==> config.mk <==
export PLATFORM = sky130hd
export DESIGN_NAME = mult_8_bit_seq_flat
export DESIGN_NICKNAME = d
export VERILOG_FILES = /design/src/rtl/mult_8_bit_seq_if.sv /design/src/rtl/mult_8_bit_seq.sv /design/src/flat_wrapper.sv
export SDC_FILE = /design/constraint.sdc
export NUM_CORES = 1
export LEC_CHECK = 0
export CAP_MARGIN = 20
export CORE_MARGIN = 8
export CORE_UTILIZATION = 48
export CTS_CLUSTER_DIAMETER = 50
export DETAILED_ROUTE_END_ITERATION = 8
export HOLD_SLACK_MARGIN = 0.08
export PLACE_DENSITY = 0.77
export SLEW_MARGIN = 20
export SYNTH_ARGS = -nofsm -noshare
export SYNTH_HDL_FRONTEND = slang
export SYNTH_SLANG_ARGS = --single-unit
==> constraint.sdc <==
create_clock -name clk -period 2.9 [get_ports clk]
set_input_delay 0.29 -clock clk [delete_from_list [all_inputs] [get_ports clk]]
set_output_delay 0.29 -clock clk [all_outputs]
set_load 0.02 [all_outputs]
==> src/rtl/mult_8_bit_seq_if.sv <==
`default_nettype none
// +----------------------------------------------------------------------+
// | Module  : mult_8_bit_seq_if                                          |
// | Brief   : Request/result and mult_4_bit bus for mult_8_bit_seq.      |
// | Revision: 1.0 - initial release                                      |
// +----------------------------------------------------------------------+
interface mult_8_bit_seq_if;
  logic        start;
  logic [7:0]  a;
  logic [7:0]  b;
  logic [3:0]  in1;
  logic [3:0]  in2;
  logic [7:0]  mult_out;
  logic [1:0]  phase;
  logic        busy;
  logic        done;
  logic [15:0] out;

  modport slave (
    input  start, a, b, mult_out,
    output in1, in2, phase, busy, done, out
  );

  modport master (
    output start, a, b, mult_out,
    input  in1, in2, phase, busy, done, out
  );
endinterface
`default_nettype wire

==> src/rtl/mult_8_bit_seq.sv <==
`default_nettype none
// +----------------------------------------------------------------------+
// | Module  : mult_8_bit_seq                                             |
// | Brief   : Request-driven 8x8 multiply sequencer over one 4x4 unit.   |
// | Revision: 1.0 - initial release                                      |
// +----------------------------------------------------------------------+
module mult_8_bit_seq (
  input  wire logic        clk,
  input  wire logic        rst,
  mult_8_bit_seq_if.slave  bus
);

  typedef enum logic [1:0] {
    S_IDLE = 2'd0,
    S_CALC = 2'd1,
    S_DONE = 2'd2
  } state_e;

  state_e      state_q, state_d;
  logic [1:0]  phase_q, phase_d;
  logic [7:0]  ra_q,    ra_d;
  logic [7:0]  rb_q,    rb_d;
  logic [15:0] acc_q,   acc_d;
  logic [15:0] out_q,   out_d;

  logic [3:0]  w_in1;
  logic [3:0]  w_in2;
  logic [15:0] w_prod;
  logic [15:0] w_term;
  logic [15:0] w_sum;

  always_ff @(posedge clk) begin
    if (rst) begin
      state_q <= S_IDLE;
      phase_q <= 2'd0;
      ra_q    <= 8'd0;
      rb_q    <= 8'd0;
      acc_q   <= 16'd0;
      out_q   <= 16'd0;
    end else begin
      state_q <= state_d;
      phase_q <= phase_d;
      ra_q    <= ra_d;
      rb_q    <= rb_d;
      acc_q   <= acc_d;
      out_q   <= out_d;
    end
  end

  // Nibble select and partial-product weighting decoded from registered state,
  // so in1/in2 only move on clock edges.
  always_comb begin
    w_in1  = 4'd0;
    w_in2  = 4'd0;
    w_prod = {8'd0, bus.mult_out};
    w_term = 16'd0;
    if (state_q == S_CALC) begin
      case (phase_q)
        2'd0: begin w_in1 = ra_q[3:0]; w_in2 = rb_q[3:0]; w_term = w_prod;      end
        2'd1: begin w_in1 = ra_q[3:0]; w_in2 = rb_q[7:4]; w_term = w_prod << 4; end
        2'd2: begin w_in1 = ra_q[7:4]; w_in2 = rb_q[3:0]; w_term = w_prod << 4; end
        default: begin w_in1 = ra_q[7:4]; w_in2 = rb_q[7:4]; w_term = w_prod << 8; end
      endcase
    end
    w_sum = acc_q + w_term;
  end

  always_comb begin
    state_d = state_q;
    phase_d = phase_q;
    ra_d    = ra_q;
    rb_d    = rb_q;
    acc_d   = acc_q;
    out_d   = out_q;
    case (state_q)
      S_IDLE, S_DONE: begin
        if (bus.start) begin
          ra_d    = bus.a;
          rb_d    = bus.b;
          acc_d   = 16'd0;
          phase_d = 2'd0;
          state_d = S_CALC;
        end else begin
          state_d = S_IDLE;
        end
      end
      S_CALC: begin
        acc_d   = w_sum;
        phase_d = phase_q + 2'd1;
        // The final load takes the sum including the phase-3 term.
        if (phase_q == 2'd3) begin
          out_d   = w_sum;
          state_d = S_DONE;
        end
      end
      default: begin
        state_d = S_IDLE;
        phase_d = 2'd0;
      end
    endcase
  end

  assign bus.in1   = w_in1;
  assign bus.in2   = w_in2;
  assign bus.phase = phase_q;
  assign bus.busy  = (state_q == S_CALC);
  assign bus.done  = (state_q == S_DONE);
  assign bus.out   = out_q;

endmodule
`default_nettype wire

==> src/flat_wrapper.sv <==
// flat-port wrapper written by rule: the top's interface ports become plain ports
module mult_8_bit_seq_flat 
  (clk, rst, bus_start, bus_a, bus_b, bus_mult_out, bus_in1, bus_in2, bus_phase, bus_busy, bus_done, bus_out);
  mult_8_bit_seq_if bus_i ();
  input  wire logic clk;
  input  wire logic rst;
  input wire logic [$bits(bus_i.start)-1:0] bus_start;
  input wire logic [$bits(bus_i.a)-1:0] bus_a;
  input wire logic [$bits(bus_i.b)-1:0] bus_b;
  input wire logic [$bits(bus_i.mult_out)-1:0] bus_mult_out;
  output wire logic [$bits(bus_i.in1)-1:0] bus_in1;
  output wire logic [$bits(bus_i.in2)-1:0] bus_in2;
  output wire logic [$bits(bus_i.phase)-1:0] bus_phase;
  output wire logic [$bits(bus_i.busy)-1:0] bus_busy;
  output wire logic [$bits(bus_i.done)-1:0] bus_done;
  output wire logic [$bits(bus_i.out)-1:0] bus_out;
  assign bus_i.start = bus_start;
  assign bus_i.a = bus_a;
  assign bus_i.b = bus_b;
  assign bus_i.mult_out = bus_mult_out;
  assign bus_in1 = bus_i.in1;
  assign bus_in2 = bus_i.in2;
  assign bus_phase = bus_i.phase;
  assign bus_busy = bus_i.busy;
  assign bus_done = bus_i.done;
  assign bus_out = bus_i.out;
  mult_8_bit_seq u_core (.clk(clk), .rst(rst), .bus(bus_i));
endmodule
Word-level counts from Yosys, hierarchy flattened
Index checks and enable logic that the tools add are counted.
{"block": "word_totals", "regBits": 52, "out_inout_bits": 28, "elab_cells": 38}
{"block": "classes", "add_sub_neg": 2, "eq_ne": 7, "n_mux": 13, "n_reduce_logical": 10}
{"op": "case mux 16 bit (2 select lines)", "count": 2}
{"op": "two-way mux 16 bit", "count": 2}
{"op": "adder 16 bit", "count": 1}
{"op": "two-way mux 4 bit", "count": 4}
{"op": "case mux 2 bit (2 select lines)", "count": 2}
{"op": "OR reduction 2 bit", "count": 4}
{"op": "== test 2 bit, second input constant", "count": 3}
{"op": "AND reduction 2 bit", "count": 3}
{"op": "== test 2 x 1 -> 1 bit, second input constant", "count": 2}
{"op": "zero test 2 bit", "count": 2}
{"op": "two-way mux 2 bit", "count": 2}
{"op": "adder 2 x 1 -> 2 bit, second input constant", "count": 1}
{"op": "!= test 2 x 1 -> 1 bit, second input constant", "count": 1}
{"op": "!= test 2 bit, second input constant", "count": 1}
{"op": "nonzero test 2 bit", "count": 1}
{"op": "two-way mux 1 bit", "count": 1}

Longest topological paths before layout
{"block": "depth", "word_depth": 6, "mapped_depth": 15, "ltp_nobuf": 13}

Least setup slack after synthesis
No wires, ideal clock.
{"block": "synth_path", "path_kind": "flip-flop to flip-flop", "start": "reg u_core.phase_q[0] (netlist: u_core.bus.phase[0])", "end": "reg u_core.acc_q[12]", "setup_ns": 0.117, "arrival_ns": 2.905, "setup_slack_ns": -0.121, "stages_incl_launch_ff": 14, "cell_sequence": "dfxtp_1 -> inv_1 -> ha_1 -> clkbuf_1 -> clkbuf_1 -> and3_1 -> ha_1 -> fa_1 -> a21oi_1 -> o211ai_2 -> a21boi_2 -> o21bai_1 -> xor2_1 -> a22o_1"}
{"block": "synth_via", "elab_chain_len": 6, "word_cells_on_any_way": 8, "classes_between": "add/sub (1); eq/ne (2); mux (3); reduce/logical (2)"}
{"element": "start, declared", "line_no": "mult_8_bit_seq.sv:20", "rtl": "logic [1:0] phase_q, phase_d;"}
{"element": "start signal, assigned", "line_no": "mult_8_bit_seq.sv:42", "rtl": "phase_q <= phase_d;"}
{"element": "== test 2 x 1 -> 1 bit or == test 2 bit (tied branches)", "line_no": "mult_8_bit_seq.sv:58", "rtl": "case (phase_q)"}
{"element": "OR reduction 2 bit (no line)"}
{"element": "case mux 16 bit (2 select lines) *", "line_no": "mult_8_bit_seq.sv:58"}
{"element": "two-way mux 16 bit *", "line_no": "mult_8_bit_seq.sv:57", "rtl": "if (state_q == S_CALC) begin"}
{"element": "adder 16 bit *", "line_no": "mult_8_bit_seq.sv:65", "rtl": "w_sum = acc_q + w_term;"}
{"element": "case mux 16 bit (2 select lines) *", "line_no": "mult_8_bit_seq.sv:75", "rtl": "case (state_q)"}
{"element": "end signal, assigned", "line_no": "mult_8_bit_seq.sv:38", "rtl": "acc_q <= 16'd0;"}
{"element": "end signal, assigned", "line_no": "mult_8_bit_seq.sv:45", "rtl": "acc_q <= acc_d;"}
{"element": "end, declared", "line_no": "mult_8_bit_seq.sv:23", "rtl": "logic [15:0] acc_q, acc_d;"}
Mark *: on every way between the ends. The rest lies on a longest branch, timed or not.
A chain may end at the register's enable or synchronous reset.

Final worst setup path
{"block": "layout_path", "start": "reg u_core.phase_q[0] (netlist: u_core.bus.phase[0])", "end": "reg u_core.out_q[10] (netlist: u_core.bus.out[10])"}
{"block": "layout_via", "elab_chain_len": 5, "word_cells_on_any_way": 9, "classes_between": "add/sub (1); eq/ne (3); mux (2); reduce/logical (3)"}
{"element": "== test 2 x 1 -> 1 bit or == test 2 bit (tied branches)", "line_no": "mult_8_bit_seq.sv:58"}
{"element": "OR reduction 2 bit (no line)"}
{"element": "case mux 16 bit (2 select lines)", "line_no": "mult_8_bit_seq.sv:58"}
{"element": "two-way mux 16 bit", "line_no": "mult_8_bit_seq.sv:57"}
{"element": "adder 16 bit", "line_no": "mult_8_bit_seq.sv:65"}
{"element": "end signal, assigned", "line_no": "mult_8_bit_seq.sv:46", "rtl": "out_q <= out_d;"}
{"element": "end, declared", "line_no": "mult_8_bit_seq.sv:24", "rtl": "logic [15:0] out_q, out_d;"}
Parallel ways exist; a longest one is shown, timed or not.

==> reports/qor.yml <==
start_util_pct: 48.8
rsz0062_at_grt: "yes"
vias: 3087
track_usage_pct: 19.0
fillers: 578
hold_viol: 0
die_x_um: 95.7
clock-root-buffer: "clkbuf_8"
ant_nets: 0
reg2reg_slack_ns: 0.21
cts_hold_buffers: 0
ys_async_sr_fraction_pct: 0
min_from: "u_core.bus.out[9]"
finalWirelength_mm: 8.81
netlist_instances: 404
min_period_ns: 2.69
cp_cell_sequence: "ha_1, nor2_2, and3_1, ha_1, fa_1, a21oi_2, o211ai_2, nand2_2, a311o_1, or4_1, nand3_1"
grt_util_met3_pct: 2.76
hold_end: "u_core.bus.out[9]"
clock_latency_ns: 0.31
timing.critical_path.from: "u_core.bus.phase[0]"
synthFlopType: "dfxtp_1"
synth.distinct_cells: 47
synth_seq_cells: 52
holdCritPathClass: "flip-flop to flip-flop"
cp.arrival_ns: 2.96
post-dp-hpwl_mm: 6.80
rr_startpoint: "u_core.bus.phase[0]"
final.setup.worst_slack_ns: 0.205
layout-drive-gt1-share_pct: 9.57
vias_per_cell: 5.75
required_ns: 3.16
synth_edf_count: 0
core_um2: 6240
cts_buffer_depth: 2
ff2ff_path_depth: 11
rows: 29
synth_area_um2: 3050
holdWs_ns: 0.457
portBuffers: 54
switching_share_pct: 29.2
finalClockSkew_ns: 0.00661
nNetsFinal: 506
yosysSeqAreaShare_pct: 34.2
yosys_warnings: 0
cts_tree: "built"
end_kind: "flip-flop"
insertedDiodeCount: 0
grt_pass1_wl_mm: 13.8
pwr-share-seq_pct: 52.2
worstMarginPinSlew_ns: 0.755
finalPower_mw: 1.43
cts_sinks: 52
grt_overflow: 0
setup_viol: 0
slowest_delay_ns: 0.41
fmax_mhz: 371
worst_path_most_repeated_cell: "ha_1"
first_pass_iters: 4
p_int_mw: 1.02
grt_max_degree: 29
crit_type: "flip-flop to flip-flop"
reg2reg_to: "u_core.bus.out[10]"
cts-htree-levels: 2
dpl_worst_slack_ns: 0.0445
crit_slowest_cell: "or4_1"
switchingPower_uw: 418
die_y_um: 95.7
globalplace.congestion: 0.950
cts_made_buffers: 5
slew_headroom_pct: 49.5
antenna_found_initial: 0
top_usage_layer: "met2"
final_core_util_pct: 61.9
outcome: "finished, final reports clean"
syn_avg_cell_area_um2: 7.54
cp-start-kind: "flip-flop"
leakagePower_nw: 1.54
synthesis.nets: 451
drc: 0
slew_violations: 0
dieArea_um2: 9150
pwr-share-clk_pct: 30.5
power_frac_comb_pct: 17.4
cts.reportedPaths.clkPinSlew_ns: 0.10
io_pins: 55
syn2layout_area_growth_pct: 26.9
final_common_cell: "nand2_1"
powerDensity_nw_per_um2: 371
grt_util_met2_pct: 30.3
path_max_fanout: 5
drt_iter0_drc: 265
avgRoutedWirePerCell_um: 16.4
hold_depth: 2
grt.met1_usage_pct: 25.9
ir_drop_mv: 0.323
layout_common_cells: "79 x nand2_1, 56 x a21oi_1, 54 x clkdlybuf4s50_1"
period_share_pct: 92.9
max_cap_viol_count: 0
first_global_vias: 2858
-- registers in the layout, indices dropped and copies added (netlist names) --
name              count
u_core.bus.out       16
u_core.acc_q         16
u_core.ra_q           8
u_core.rb_q           8
u_core.bus.phase      2
u_core.state_q        2
-- area by class of cell --
type	instances	area, um2	share of cell area (%)
clock inverter	3	22.5	0.583
sequential	52	1040	27.0
timing repair buffer	74	694	18.0
tap	77	96.3	2.49
multi-input combinational	316	1900	49.2
clock buffer	5	68.8	1.78
inverter	10	37.5	0.971
-- worst max-delay path, delay by kind of cell, from the launching register on --
kind / cells / cell delay, ns
AND/OR/NAND/NOR: 5 / 0.96
adder cells (fa/ha/maj): 3 / 0.67
AO/OA/AOI/OAI: 3 / 0.66
flip-flops: 1 / 0.35
-- through the flow --
step / std cells / TNS, ns / instance area, um2
global placement: 527 / 0 / 3720
detailed placement: 527 / 0 / 3720
finish: 537 / 0 / 3860
global route: 537 / -0.0104 / 3860
floorplan: 404 / 0 / 3050
CTS: 535 / 0 / 3810
-- repair_timing --
item,4_1_cts,5_1_grt
endpoints found under the setup margin,0,18
setup buffers,0,2
resized for setup,0,10
-- power groups by stage --
stage | clock network [mW] | registers (mW) | logic, mW
4_1_cts | 0.447 | 0.748 | 0.239
6_report | 0.437 | 0.748 | 0.249
2_1_floorplan | 0 | 0.761 | 0.139
3_3_place_gp | 0 | 0.763 | 0.235
3_5_place_dp | 0 | 0.764 | 0.238
5_1_grt | 0.470 | 0.751 | 0.272
-- worst max path at each step --
stage                                     to  depth (start not counted)
after floorplan             u_core.acc_q[12]                         13
after global routing      u_core.bus.out[10]                         11
final                     u_core.bus.out[10]                         11
after CTS                   u_core.acc_q[13]                         10
after global placement      u_core.acc_q[13]                         11
after detailed placement    u_core.acc_q[13]                         10
-- cell usage after synthesis (9+ instances only) --
cell type  instances  area share [%]
clkbuf_1          17             2.1
a21oi_1           58             9.5
nand2_1           79             9.7
a22oi_1            9             2.2
ha_1              19             7.8
nor3_1            10             1.6
xnor2_1            9             2.6
nor2_1            32             3.9
inv_1              9             1.1
nand3_1            9             1.5
o21ai_0           14             2.3
dfxtp_1           52              34
-- cells by family (layout without fill, tap and decap cells) --
logic type	after synthesis	after routing	synth area share [%]
simple gates	162	162	23.8
xor+xnor	13	13	3.74
fa+ha+maj	20	20	8.46
buf+inv	36	92	4.72
compound gates	121	121	25.1
flops	52	52	34.2
-- per-layer routing --
layer | wire [um] | up-vias | part of all wire [%]
met2 | 4120 | 72 | 47
met3 | 431 | 11 | 4.9
li1 | - | 1544 | -
met4 | 128 | 0 | 1.5
met5 | 0 | - | 0
met1 | 4130 | 1460 | 47
Note: power is estimated with default switching activity, not from simulation.
